**config.mk**
```make
export PLATFORM = sky130hd
export DESIGN_NAME = gate_test_sequencer
export DESIGN_NICKNAME = d
export VERILOG_FILES = /design/src/rtl/gate_seq_pkg.sv /design/src/rtl/gate_test_sequencer_button_debouncer.sv /design/src/rtl/gate_test_sequencer.sv
export SDC_FILE = /design/constraint.sdc
export NUM_CORES = 1
export LEC_CHECK = 0
export ABC_AREA = 1
export BUFFER_PORTS_ARGS = -buffer_cell sky130_fd_sc_hd__buf_2
export CORE_UTILIZATION = 50
export DETAILED_ROUTE_END_ITERATION = 7
export GPL_TIMING_DRIVEN = 0
export PLACE_DENSITY = 0.75
export SLEW_MARGIN = 20
export SYNTH_ARGS = -nofsm -noshare
export SYNTH_HDL_FRONTEND = slang
export SYNTH_SLANG_ARGS = --single-unit
```
**constraint.sdc**
```tcl
create_clock -name CLOCK_50_I -period 6.5 [get_ports CLOCK_50_I]
set_clock_uncertainty 0.2 [all_clocks]
set_input_delay 1.3 -clock CLOCK_50_I [delete_from_list [all_inputs] [get_ports CLOCK_50_I]]
set_output_delay 1.3 -clock CLOCK_50_I [all_outputs]
set_load 0.005 [all_outputs]
```
**src/rtl/gate_seq_pkg.sv**
```systemverilog
// Shared types and constants for the gate test sequencer.
package gate_seq_pkg;

  typedef enum logic [1:0] {
    ST_IDLE   = 2'b00,
    ST_MANUAL = 2'b01,
    ST_SCAN   = 2'b10
  } state_t;

  localparam int unsigned NUM_FN  = 9;
  localparam int unsigned SEL_W   = 4;
  localparam int unsigned SW_W    = 18;
  localparam int unsigned GREEN_W = 9;
  localparam int unsigned PASS_W  = 8;

  localparam logic [SEL_W-1:0] FN_NOT     = 4'd0;
  localparam logic [SEL_W-1:0] FN_AND2    = 4'd1;
  localparam logic [SEL_W-1:0] FN_OR2     = 4'd2;
  localparam logic [SEL_W-1:0] FN_AND3    = 4'd3;
  localparam logic [SEL_W-1:0] FN_OR3     = 4'd4;
  localparam logic [SEL_W-1:0] FN_NAND4   = 4'd5;
  localparam logic [SEL_W-1:0] FN_NOR4    = 4'd6;
  localparam logic [SEL_W-1:0] FN_AND_OR  = 4'd7;
  localparam logic [SEL_W-1:0] FN_AND_XOR = 4'd8;

  localparam logic [SW_W-1:0] MASK_NOT  = 18'h20000;
  localparam logic [SW_W-1:0] MASK_2IN  = 18'h18000;
  localparam logic [SW_W-1:0] MASK_3IN  = 18'h07000;
  localparam logic [SW_W-1:0] MASK_4IN  = 18'h00F00;
  localparam logic [SW_W-1:0] MASK_AO   = 18'h000F0;
  localparam logic [SW_W-1:0] MASK_AX   = 18'h0000F;

  // Switches feeding the function at a given index; zero for invalid indices.
  function automatic logic [SW_W-1:0] red_mask(input logic [SEL_W-1:0] idx);
    logic [SW_W-1:0] m;
    m = '0;
    case (idx)
      FN_NOT:             m = MASK_NOT;
      FN_AND2, FN_OR2:    m = MASK_2IN;
      FN_AND3, FN_OR3:    m = MASK_3IN;
      FN_NAND4, FN_NOR4:  m = MASK_4IN;
      FN_AND_OR:          m = MASK_AO;
      FN_AND_XOR:         m = MASK_AX;
      default:            m = '0;
    endcase
    return m;
  endfunction

endpackage

```
**src/rtl/gate_test_sequencer_button_debouncer.sv**
```systemverilog
// Active-low button synchronizer and debouncer producing a one-cycle press pulse.
module button_debouncer #(
  parameter int unsigned DEBOUNCE_CYCLES = 1_000_000
) (
  input  logic clk,
  input  logic reset,
  input  logic button_n,
  output logic press
);

  localparam int unsigned CNT_W = $clog2(DEBOUNCE_CYCLES + 1);

  logic             meta;
  logic             sync;
  logic [CNT_W-1:0] cnt;

  // Sync the button, count stable-low cycles, pulse once on reaching the limit.
  always_ff @(posedge clk) begin
    if (reset) begin
      meta  <= 1'b1;
      sync  <= 1'b1;
      cnt   <= '0;
      press <= 1'b0;
    end else begin
      meta  <= button_n;
      sync  <= meta;
      press <= 1'b0;
      if (sync) begin
        cnt <= '0;
      end else if (cnt != CNT_W'(DEBOUNCE_CYCLES)) begin
        cnt   <= cnt + CNT_W'(1);
        press <= (cnt == CNT_W'(DEBOUNCE_CYCLES - 1));
      end
    end
  end

endmodule

```
**src/rtl/gate_test_sequencer.sv**
```systemverilog
// Steps through the lab's nine boolean functions and drives the matching LEDs.
module gate_test_sequencer
  import gate_seq_pkg::*;
#(
  parameter int unsigned TICK_DIV        = 50_000_000,
  parameter int unsigned DEBOUNCE_CYCLES = 1_000_000
) (
  input  logic        CLOCK_50_I,
  input  logic        RESET_I,
  input  logic [17:0] SWITCH_I,
  input  logic [3:0]  PUSH_BUTTON_I,
  output logic [8:0]  LED_GREEN_O,
  output logic [17:0] LED_RED_O,
  output logic [3:0]  SEL_O,
  output logic [1:0]  MODE_O,
  output logic [7:0]  PASS_COUNT_O
);

  localparam int unsigned TICK_W = $clog2(TICK_DIV);

  logic [3:0]         press;
  logic [SW_W-1:0]    sw_meta;
  logic [SW_W-1:0]    sw_sync;

  state_t             state_q, state_d;
  logic [SEL_W-1:0]   sel_q, sel_d;
  logic [TICK_W-1:0]  tick_q, tick_d;
  logic [PASS_W-1:0]  pass_q, pass_d;

  logic [GREEN_W-1:0] green_c;
  logic [SW_W-1:0]    red_c;

  logic press_mode, press_next, press_prev, press_stop;

  // One debouncer per push button: [0] mode, [1] next, [2] previous, [3] stop.
  for (genvar i = 0; i < 4; i++) begin : g_btn
    button_debouncer #(.DEBOUNCE_CYCLES(DEBOUNCE_CYCLES)) u_btn (
      .clk      (CLOCK_50_I),
      .reset    (RESET_I),
      .button_n (PUSH_BUTTON_I[i]),
      .press    (press[i])
    );
  end

  assign press_mode = press[0];
  assign press_next = press[1];
  assign press_prev = press[2];
  assign press_stop = press[3];

  // Two-flop synchronizer for the toggle switches.
  always_ff @(posedge CLOCK_50_I) begin
    if (RESET_I) begin
      sw_meta <= '0;
      sw_sync <= '0;
    end else begin
      sw_meta <= SWITCH_I;
      sw_sync <= sw_meta;
    end
  end

  // FSM state, index, scan tick and pass counter registers.
  always_ff @(posedge CLOCK_50_I) begin
    if (RESET_I) begin
      state_q <= ST_IDLE;
      sel_q   <= '0;
      tick_q  <= '0;
      pass_q  <= '0;
    end else begin
      state_q <= state_d;
      sel_q   <= sel_d;
      tick_q  <= tick_d;
      pass_q  <= pass_d;
    end
  end

  // Next-state logic: stop beats mode beats next/previous.
  always_comb begin
    state_d = state_q;
    sel_d   = sel_q;
    tick_d  = tick_q;
    pass_d  = pass_q;
    case (state_q)
      ST_IDLE: begin
        if (press_mode) state_d = ST_MANUAL;
      end
      ST_MANUAL: begin
        if (press_stop) begin
          state_d = ST_IDLE;
          sel_d   = '0;
        end else if (press_mode) begin
          state_d = ST_SCAN;
          tick_d  = '0;
        end else if (press_next && !press_prev) begin
          sel_d = (sel_q == SEL_W'(NUM_FN - 1)) ? '0 : sel_q + SEL_W'(1);
        end else if (press_prev && !press_next) begin
          sel_d = (sel_q == '0) ? SEL_W'(NUM_FN - 1) : sel_q - SEL_W'(1);
        end
      end
      ST_SCAN: begin
        if (press_stop) begin
          state_d = ST_IDLE;
          sel_d   = '0;
        end else if (press_mode) begin
          state_d = ST_MANUAL;
        end else if (tick_q == TICK_W'(TICK_DIV - 1)) begin
          tick_d = '0;
          if (sel_q == SEL_W'(NUM_FN - 1)) begin
            sel_d = '0;
            if (pass_q != '1) pass_d = pass_q + PASS_W'(1);
          end else begin
            sel_d = sel_q + SEL_W'(1);
          end
        end else begin
          tick_d = tick_q + TICK_W'(1);
        end
      end
      default: begin
        state_d = ST_IDLE;
        sel_d   = '0;
      end
    endcase
    // Recover from an out-of-range index regardless of state.
    if (sel_q >= SEL_W'(NUM_FN)) sel_d = '0;
  end

  // Evaluate the selected function and its input mask; dark in IDLE.
  always_comb begin
    green_c = '0;
    red_c   = sw_sync & red_mask(sel_q);
    case (sel_q)
      FN_NOT:     green_c[8] = ~sw_sync[17];
      FN_AND2:    green_c[7] = &sw_sync[16:15];
      FN_OR2:     green_c[6] = |sw_sync[16:15];
      FN_AND3:    green_c[5] = &sw_sync[14:12];
      FN_OR3:     green_c[4] = |sw_sync[14:12];
      FN_NAND4:   green_c[3] = ~&sw_sync[11:8];
      FN_NOR4:    green_c[2] = ~|sw_sync[11:8];
      FN_AND_OR:  green_c[1] = (sw_sync[7] & sw_sync[6]) | (sw_sync[5] & sw_sync[4]);
      FN_AND_XOR: green_c[0] = (sw_sync[3] & sw_sync[2]) ^ (sw_sync[1] & sw_sync[0]);
      default:    green_c    = '0;
    endcase
    if (state_q == ST_IDLE) begin
      green_c = '0;
      red_c   = '0;
    end
  end

  // Registered LED outputs.
  always_ff @(posedge CLOCK_50_I) begin
    if (RESET_I) begin
      LED_GREEN_O <= '0;
      LED_RED_O   <= '0;
    end else begin
      LED_GREEN_O <= green_c;
      LED_RED_O   <= red_c;
    end
  end

  assign SEL_O        = sel_q;
  assign MODE_O       = state_q;
  assign PASS_COUNT_O = pass_q;

endmodule
```
==> results of run 1 <==
==> worst max-delay path, cell delays in order <==
cell      delay (ps)
buf_2            220
clkbuf_1         510
nor2_1           140
inv_1            100
clkbuf_1         390
a21oi_1           80
o21a_1           120
==> cell families (layout without fill, tap and decap cells) <==
family,count (synthesis),count (layout)
simple gates,575,575
buf+inv,210,311
flops,201,201
compound gates,155,155
xor+xnor,22,22
fa+ha+maj,21,21
==> per-layer routing <==
layer / share of wire / up-vias
met3: 0.043 / 21
li1: - / 4008
met5: 0 / -
met1: 0.48 / 3394
met2: 0.46 / 148
met4: 0.017 / 0
==> Yosys cell counts (all sizes together) (2+ instances only) <==
library cell    n  area (µm²)
dfxtp         201        4024
inv           188       713.2
nand2         187       770.7
nor2          175       762.0
a21oi          78       409.2
nand3          67       390.4
nor3           54       316.6
o21ai          53       265.3
nand4          38       244.0
ha             21       262.8
or2            19       118.9
nor4           16       100.1
xor2           15       131.4
clkbuf         13       48.80
a211oi          8       82.58
nor3b           8       60.06
buf             7       61.30
xnor2           7       61.31
a31oi           5       31.28
or3             4       25.02
and3            3       18.77
nand3b          3       22.52
clkinv          2       12.51
o21a            2       15.01
o31ai           2       15.01
==> cell type report <==
type	instances	area, µm²	area share
plain buffers	20	110.1	0.01064
clock buffers	25	560.5	0.05417
clock inverters	12	152.6	0.01475
inverters	190	725.7	0.07012
multi-input cells	773	4174	0.4033
flip-flops and latches	201	4024	0.3888
well taps	225	281.5	0.02720
repair buffers	64	320.3	0.03095
==> through the flow <==
step / total power (W) / area (µm²)
after detailed placement: 0.001323 / 9635
after global placement: 0.001322 / 9635
after CTS: 0.002546 / 10350
after floorplan: 0.001303 / 9034
final: 0.002521 / 10350
after global routing: 0.002600 / 10350
==> flip-flops by register name (all words and copies together) (netlist names), 4 cells and up, named ones only <==
register           flops
g_btn.u_btn.press      4
sw_sync               18
tick_q                26
g_btn.u_btn.sync       4
g_btn.u_btn.cnt       80
g_btn.u_btn.meta       4
SEL_O                  4
PASS_COUNT_O           8
LED_RED_O             18
sw_meta               18
LED_GREEN_O            9
==> worst paths after layout <==
path                       endpoint  slack, ps  cells after the start
max          g_btn[1].u_btn.cnt[12]       3810                      7
min                     sw_sync[16]        200                      2
max reg2reg                    flop       3910                     12
min reg2reg             sw_sync[16]        200                      2
==> where the power goes <==
part           switching [W]   total, W  internal (W)  leakage (nW)
Combinational      0.0000293  0.0000450     0.0000157          1.96
Clock               0.000486    0.00123      0.000739         0.339
Sequential        0.00000509    0.00125       0.00125          1.63
Total               0.000521    0.00252       0.00200          3.93
==> flow_summary.yaml, run 1 <==
run_status:
  run_status: "finished clean"
logic_synthesis:
  syn_area_mm2: 0.009034
  synth_async_sr_flop_share: 0
  synthesis.yosys.warnings: 0
  synth.area.mux_share: 0
  synth_cells: 1184
  synthDistinctLibCells: 56
  largest_family_of_logic_cells_by_synthesized_area: "simple AND/OR/NAND/NOR gates"
  yosys_reg_bits: 201
  synthesis.nets: 1229
  syn_avg_cell_area_um2: 7.630
  synth_compound_area_frac: 0.09751
  yosys.area_share.xor_xnor: 0.02133
  synthAdderAreaFrac: 0.02909
  synth-simple-area-share: 0.3141
  ys_seq_area_frac: 0.4454
  synth-edff-count: 0
  top_reg_cell_synth: "dfxtp_1"
timing:
  fin_worst_hold_slack_ps: 199.2
  timing.final.setup_violations: 0
  hold_viol_final: 0
  setup_ws_ps: 3808
  layout_min_cycle_time_ps: 2692
  slew_violations: 0
  timing.setup.tns_ps: 0
  transition_time_of_the_tightest_slew_check_pin_ps: 655.3
  unrepaired_setup_endpoints_after_global_routing: "false"
  final.period_utilization: 0.4141
  achievable-frequency_ghz: 0.3715
  tightest_slew_margin_relative_to_the_limit: 0.5570
clock_network:
  cts_resized: 0
  ctsLongestPathBuffers: 3
  cts.root.buffer_cell: "clkbuf_16"
  tritoncts: "yes"
  post_cts_setup_buffers: 0
  clock_tree.htree_level_count: 1
  tritoncts.num_buffers: 21
  clk_transition_reported_paths_ps: 60
  post_cts_hold_buffer_count: 0
  tritoncts_num_sinks: 201
  clock_insertion_delay_worst_skew_ps: 490
critical_path:
  critical_path.endpoint_type: "flop"
  cp-startpoint: "RESET_I"
  setup.worst_path.class: "in2reg"
  setup_crit_start_kind: "input pin"
  crit_path_max_fanout: 10
  timing.critical_path.required_ps: 6680
  cp.arrival_ps: 2870
  reg2reg_from: "SEL_O[0]"
min_path:
  min_from: "sw_meta[16]"
  min_path_type: "reg2reg"
global_route:
  groute.layer.met2.usage: 0.3466
  grt_antenna_before_repair: 0
  pin_count_of_the_biggest_net_entering_global_routing: 16
  gr-total-overflow: 0
  grt_first_pass_wirelength_um: 30970
  grt_use_met3: 0.03095
  via_count_of_the_first_global_routing_pass: 6928
  grt_usage: 0.2031
  met1_usage: 0.2662
  global_route.peak_usage_layer: "met2"
cells_and_area:
  mostFrequentLayoutCell: "dfxtp_1"
  areaGrowthSynthToFinish_pct: 14.56
  layout.core_utilization: 0.5921
  final_cell_count_no_fill: 1510
  number_of_antenna_cells_inserted: 0
  nFillCells: 1576
  layout_common_cells: "dfxtp_1, inv_1, nand2_1, nor2_1, a21oi_1"
  number_of_nets_in_the_layout: 1316
  drive_gt1_frac: 0.1541
floorplanning:
  initial_utilization: 0.5169
  core_area_mm2: 0.01748
  die_h_um: 136.4
  fp-row-count: 48
  die_width_um: 136.4
  boundaryPins: 65
  die_area_mm2: 0.01861
detailed_routing:
  avgRoutedWirePerCell_um: 12.23
  drt_wl_total_um: 18460
  detail_route.iter0.violations: 376
  post_drt_via_cell_ratio: 5.014
  drc: 0
  route.antenna.remaining_nets: 0
  detailedRoute.firstPassIterationCount: 5
  detailroute.via_count: 7571
placed_design:
  io_buffers: 64
  gp_congestion: 0.8967
  dp.final_hpwl_um: 13550
  placed_cells: 1473
  preCtsSetupSlack_ps: 3292
power_and_ir_drop:
  leakagePower_nw: 3.926
  ir_drop_v: 0.0002094
  p_per_area_mw_per_mm2: 243.6
job:
  drv_cap: 0
Power figures use the tool's default switching activity.
==> inputs of run 2 (changes only) <==
Settings changed: PLACE_DENSITY 0.75 to 0.78.
Clock period 6.5 ns to 2.3 ns, I/O delays scaled along.
==> flow_summary.yaml, run 2 (same netlist as run 1, synthesis figures left out) <==
run_status:
  run_status: "finished, violations left"
  failed_checks: "negative setup slack"
timing:
  final.period_utilization: 1.012
  hold_viol_final: 0
  tightest_slew_margin_relative_to_the_limit: 0.5081
  setup_ws_ps: -26.81
  transition_time_of_the_tightest_slew_check_pin_ps: 727.6
  slew_violations: 0
  timing.final.setup_violations: 2
  layout_min_cycle_time_ps: 2327
  unrepaired_setup_endpoints_after_global_routing: "true"
  achievable-frequency_ghz: 0.4298
  fin_worst_hold_slack_ps: 199.3
detailed_routing:
  detailroute.via_count: 7998
  drt_wl_total_um: 20240
  post_drt_via_cell_ratio: 5.160
  detail_route.iter0.violations: 520
  avgRoutedWirePerCell_um: 13.06
  drc: 0
  detailedRoute.firstPassIterationCount: 4
  route.antenna.remaining_nets: 0
critical_path:
  cp.arrival_ps: 2560
  critical_path.endpoint_type: "flop"
  worstPathBufferInverterCount: 3
  crit_path_max_fanout: 5
  max_stage_delay_ps: 370
  setup.worst_path.class: "reg2reg"
  crit_path_cell_trace: "inv_4, ha_4, nand2_4, nor2_4, nand2_2, or2_1, a21oi_2, nor2_4, a211oi_4, inv_2, ha_4, inv_2, nor2_1"
  cp_top_family: "simple AND/OR/NAND/NOR gates"
  cp-startpoint: "MODE_O[1]"
  setup_crit_start_kind: "flop"
  reg2reg_from: "MODE_O[1]"
  library_cell_contributing_the_largest_single_delay_on_the_critical_path: "dfxtp_4"
  timing.critical_path.required_ps: 2530
global_route:
  gr-total-overflow: 0
  pin_count_of_the_biggest_net_entering_global_routing: 15
  grt_antenna_before_repair: 0
  grt_usage: 0.2170
  grt_first_pass_wirelength_um: 33220
  via_count_of_the_first_global_routing_pass: 7525
cells_and_area:
  layout.core_utilization: 0.6222
  number_of_antenna_cells_inserted: 0
  max_flop_register: "g_btn.u_btn.cnt"
  number_of_nets_in_the_layout: 1355
  layout_common_cells: "dfxtp_1, inv_1, nand2_1, nor2_1, a21oi_1"
  mostFrequentLayoutCell: "dfxtp_1"
  top_regs: "g_btn.u_btn.cnt x80, tick_q x26"
  areaGrowthSynthToFinish_pct: 20.37
  largest_register_ff_count: 80
  drive_gt1_frac: 0.1879
placed_design:
  dp.final_hpwl_um: 13680
  io_buffers: 64
  gp_congestion: 0.8805
power_and_ir_drop:
  ir_drop_v: 0.0006922
  leakagePower_nw: 4.125
  fin_total_pwr_w: 0.007198
  p_per_area_mw_per_mm2: 661.9
floorplanning:
  core_area_mm2: 0.01748
  die_h_um: 136.4
  die_area_mm2: 0.01861
  boundaryPins: 65
  initial_utilization: 0.5169
  fp-row-count: 48
  die_width_um: 136.4
clock_network:
  clock_insertion_delay_worst_skew_ps: 500
  cts.root.buffer_cell: "clkbuf_16"
  clk_transition_reported_paths_ps: 60
  tritoncts_num_sinks: 201
  ctsLongestPathBuffers: 3
  tritoncts: "yes"
  clock_tree.htree_level_count: 1
  tritoncts.num_buffers: 21
min_path:
  min_from: "sw_meta[4]"
  min_path_type: "reg2reg"
job:
  drv_cap: 0
## run 2: changes by cell type in the layout (fill, tap and decap cells not counted), sizes merged
cell | previous run | this run
dlygate4sd3 | 0 | 22
buf | 71 | 88
clkinv | 6 | 8
clkinvlp | 4 | 2
clkbuf | 38 | 39
## run 2: per-stage QoR
step	TNS (ps)	worst slack [ps]	instance area (µm²)	cells
2_1_floorplan	0	6.511	9046	1184
3_3_place_gp	-863.7	-215.1	9648	1473
3_5_place_dp	-990.0	-229.3	9648	1473
4_1_cts	0	1.828	10690	1538
5_1_grt	-402.2	-117.6	10870	1550
6_report	-51.74	-26.81	10870	1550
## run 2: where the power goes
| part | internal, W | switching [W] |
|---|---|---|
| clock network | 0.00212 | 0.00139 |
| registers | 0.00351 | 0.0000144 |
| logic | 0.0000689 | 0.0000925 |
## run 2: area by class of cell
cell class              count  area, µm²
inverters                 190      730.7
clock buffers              26      574.3
clock inverters            12      147.6
flip-flops and latches    201       4044
well taps                 225      281.5
plain buffers              20      113.9
repair buffers            103      680.7
fillers                  1440       6603
multi-input cells         773       4302
## run 2: tightest hold or removal path, delay by kind of cell, from the launching register on
family,cells,cell delay (ps)
DFF,1,300
buffers and inverters,1,40
and+or+nand+nor,1,30
## run 2: what timing repair did
action / in CTS / in global routing
hold buffers: 22 / 0
setup buffers: 5 / 12
hold endpoints to repair: 22 / 0
pin swaps: 3 / 14
setup endpoints to repair: 6 / 6
gates cloned: 0 / 0
gates resized for setup: 19 / 28
## run 2: path summary, 6_finish.rpt
kind / slack [ps] / endpoint / cells past startpoint
max: -30 / flop / 13
min reg2reg: 200 / sw_sync[4] / 2
max reg2reg: -30 / flop / 13
min: 200 / sw_sync[4] / 2
## run 2: per-layer routing
metal | routed length [µm] | share of wire | vias up | GRT usage
li1 | - | - | 4084 | -
met1 | 9101 | 0.45 | 3676 | 0.2701
met2 | 9720 | 0.48 | 192 | 0.3782
met3 | 857 | 0.042 | 46 | 0.03020
met4 | 556 | 0.027 | 0 | 0.08086
met5 | 0 | 0 | - | 0
==> inputs of run 3 (changes only) <==
==> constraint.sdc (replaced) <==
create_clock -name CLOCK_50_I -period 2.3 [get_ports CLOCK_50_I]
set_clock_uncertainty 0.2 [all_clocks]
set_input_delay 0.23 -clock CLOCK_50_I [delete_from_list [all_inputs] [get_ports CLOCK_50_I]]
set_output_delay 0.23 -clock CLOCK_50_I [all_outputs]
set_load 0.005 [all_outputs]
==> flow_summary.yaml, run 3 (same netlist as run 1, synthesis figures left out) <==
run_status:
  run_status: "finished, violations left"
  failed_checks: "negative setup slack"
clock_network:
  ctsLongestPathBuffers: 3
  tritoncts: "yes"
  tritoncts_num_sinks: 201
  clk_transition_reported_paths_ps: 60
  tritoncts.num_buffers: 21
  cts.root.buffer_cell: "clkbuf_16"
  clock_insertion_delay_worst_skew_ps: 500
  clock_tree.htree_level_count: 1
global_route:
  pin_count_of_the_biggest_net_entering_global_routing: 15
  grt_antenna_before_repair: 0
  gr-total-overflow: 0
  grt_usage: 0.2170
  grt_first_pass_wirelength_um: 33220
  via_count_of_the_first_global_routing_pass: 7525
power_and_ir_drop:
  leakagePower_nw: 4.130
  ir_drop_v: 0.0006917
  p_per_area_mw_per_mm2: 661.5
critical_path:
  cp_top_family: "simple AND/OR/NAND/NOR gates"
  timing.critical_path.required_ps: 2530
  cp-startpoint: "MODE_O[1]"
  cp.arrival_ps: 2570
  critPathMostFrequentCell: "nor2_4"
  reg2reg_from: "MODE_O[1]"
  setup.worst_path.class: "reg2reg"
  crit_path_max_fanout: 5
  critical_path.endpoint_type: "flop"
  setup_crit_start_kind: "flop"
  library_cell_contributing_the_largest_single_delay_on_the_critical_path: "dfxtp_4"
  crit_path_cell_trace: "inv_4, ha_4, nand2_4, nor2_4, nand2_2, or2_1, a21oi_2, nor2_4, a211oi_4, inv_2, ha_4, inv_2, nor2_4"
  max_stage_delay_ps: 370
  worstPathBufferInverterCount: 3
floorplanning:
  die_area_mm2: 0.01861
  die_h_um: 136.4
  die_width_um: 136.4
  fp-row-count: 48
  boundaryPins: 65
  initial_utilization: 0.5169
  core_area_mm2: 0.01748
cells_and_area:
  nFillCells: 1439
  post-route-cell-area_mm2: 0.01088
  register_area_mm2: 0.004044
  layout_common_cells: "dfxtp_1, inv_1, nand2_1, nor2_1, a21oi_1"
  number_of_nets_in_the_layout: 1356
  largest_register_ff_count: 80
  top_regs: "g_btn.u_btn.cnt x80, tick_q x26"
  mostFrequentLayoutCell: "dfxtp_1"
  max_flop_register: "g_btn.u_btn.cnt"
  number_of_antenna_cells_inserted: 0
  drive_gt1_frac: 0.1878
  layout.core_utilization: 0.6228
  areaGrowthSynthToFinish_pct: 20.48
  final_cell_count_no_fill: 1551
  multiInputGateArea_mm2: 0.004302
placed_design:
  io_buffers: 64
  preCtsSetupSlack_ps: -229.3
  dp.final_hpwl_um: 13680
  placed_cells: 1473
  detailed_place.area_mm2: 0.009648
  gp_congestion: 0.8805
timing:
  layout_min_cycle_time_ps: 2334
  setup_ws_ps: -33.90
  tightest_slew_margin_relative_to_the_limit: 0.5121
  achievable-frequency_ghz: 0.4285
  final.period_utilization: 1.015
  transition_time_of_the_tightest_slew_check_pin_ps: 721.6
  timing.final.setup_violations: 2
  hold_viol_final: 0
  slew_violations: 0
  timing.setup.tns_ps: -65.93
  unrepaired_setup_endpoints_after_global_routing: "true"
detailed_routing:
  drc: 0
  detailedRoute.firstPassIterationCount: 5
  route.antenna.remaining_nets: 0
  avgRoutedWirePerCell_um: 13.07
  detail_route.iter0.violations: 442
  drt_wl_total_um: 20270
  detailroute.via_count: 8025
  post_drt_via_cell_ratio: 5.174
job:
  drv_cap: 0
min_path:
  min_path_type: "reg2reg"
  min_from: "sw_meta[4]"
## run 3: cell types whose count changed in the layout (fill, tap and decap cells not counted), sizes merged
cell	delta
dlygate4sd3	+1
## run 3: area by class of cell
cell class / instances / share of cell area
tap: 225 / 0.02587
clock buffer: 26 / 0.05276
timing repair buffer: 104 / 0.06346
inverter: 190 / 0.06713
sequential: 201 / 0.3715
multi-input combinational: 773 / 0.3952
clock inverter: 12 / 0.01356
buffer: 20 / 0.01046
## run 3: worst paths after layout
check	to	slack [ps]	cells past startpoint
setup / recovery	flop	-30	13
hold reg to reg	sw_sync[4]	200	2
setup reg to reg	flop	-30	13
hold / removal	sw_sync[4]	200	2
## run 3: where the power goes
group | leakage [nW] | internal [W] | switching [W] | total [W]
combinational | 2.14 | 0.0000700 | 0.0000927 | 0.000163
sequential | 1.63 | 0.00351 | 0.0000143 | 0.00353
clock | 0.354 | 0.00212 | 0.00139 | 0.00351
## run 3: timing repair
item,4_1_cts,5_1_grt
gates cloned,0,0
pin swaps,3,14
endpoints found under the hold margin,26,0
setup endpoints to repair,6,6
hold buffers,23,0
buffers inserted,5,12
gates resized for setup,19,28
## run 3: worst min-delay path: stages (launching register included)
cell	delay [ps]
dfxtp_1	300
inv_1	40
nor2_1	30
## run 3: routing by layer
layer	routed length (µm)	vias up	GRT usage
met5	0	-	0
met4	528	0	0.08086
met3	895	44	0.03020
met2	9786	201	0.3782
met1	9055	3695	0.2701
li1	-	4085	-
## run 3: through the flow
step                      hold slack (ps)  power (W)
final                               199.3   0.007199
after global routing                210.8   0.007416
after CTS                           202.3   0.007247
after detailed placement            193.7   0.003736
after global placement              193.4   0.003733
after floorplan                     133.8   0.003683
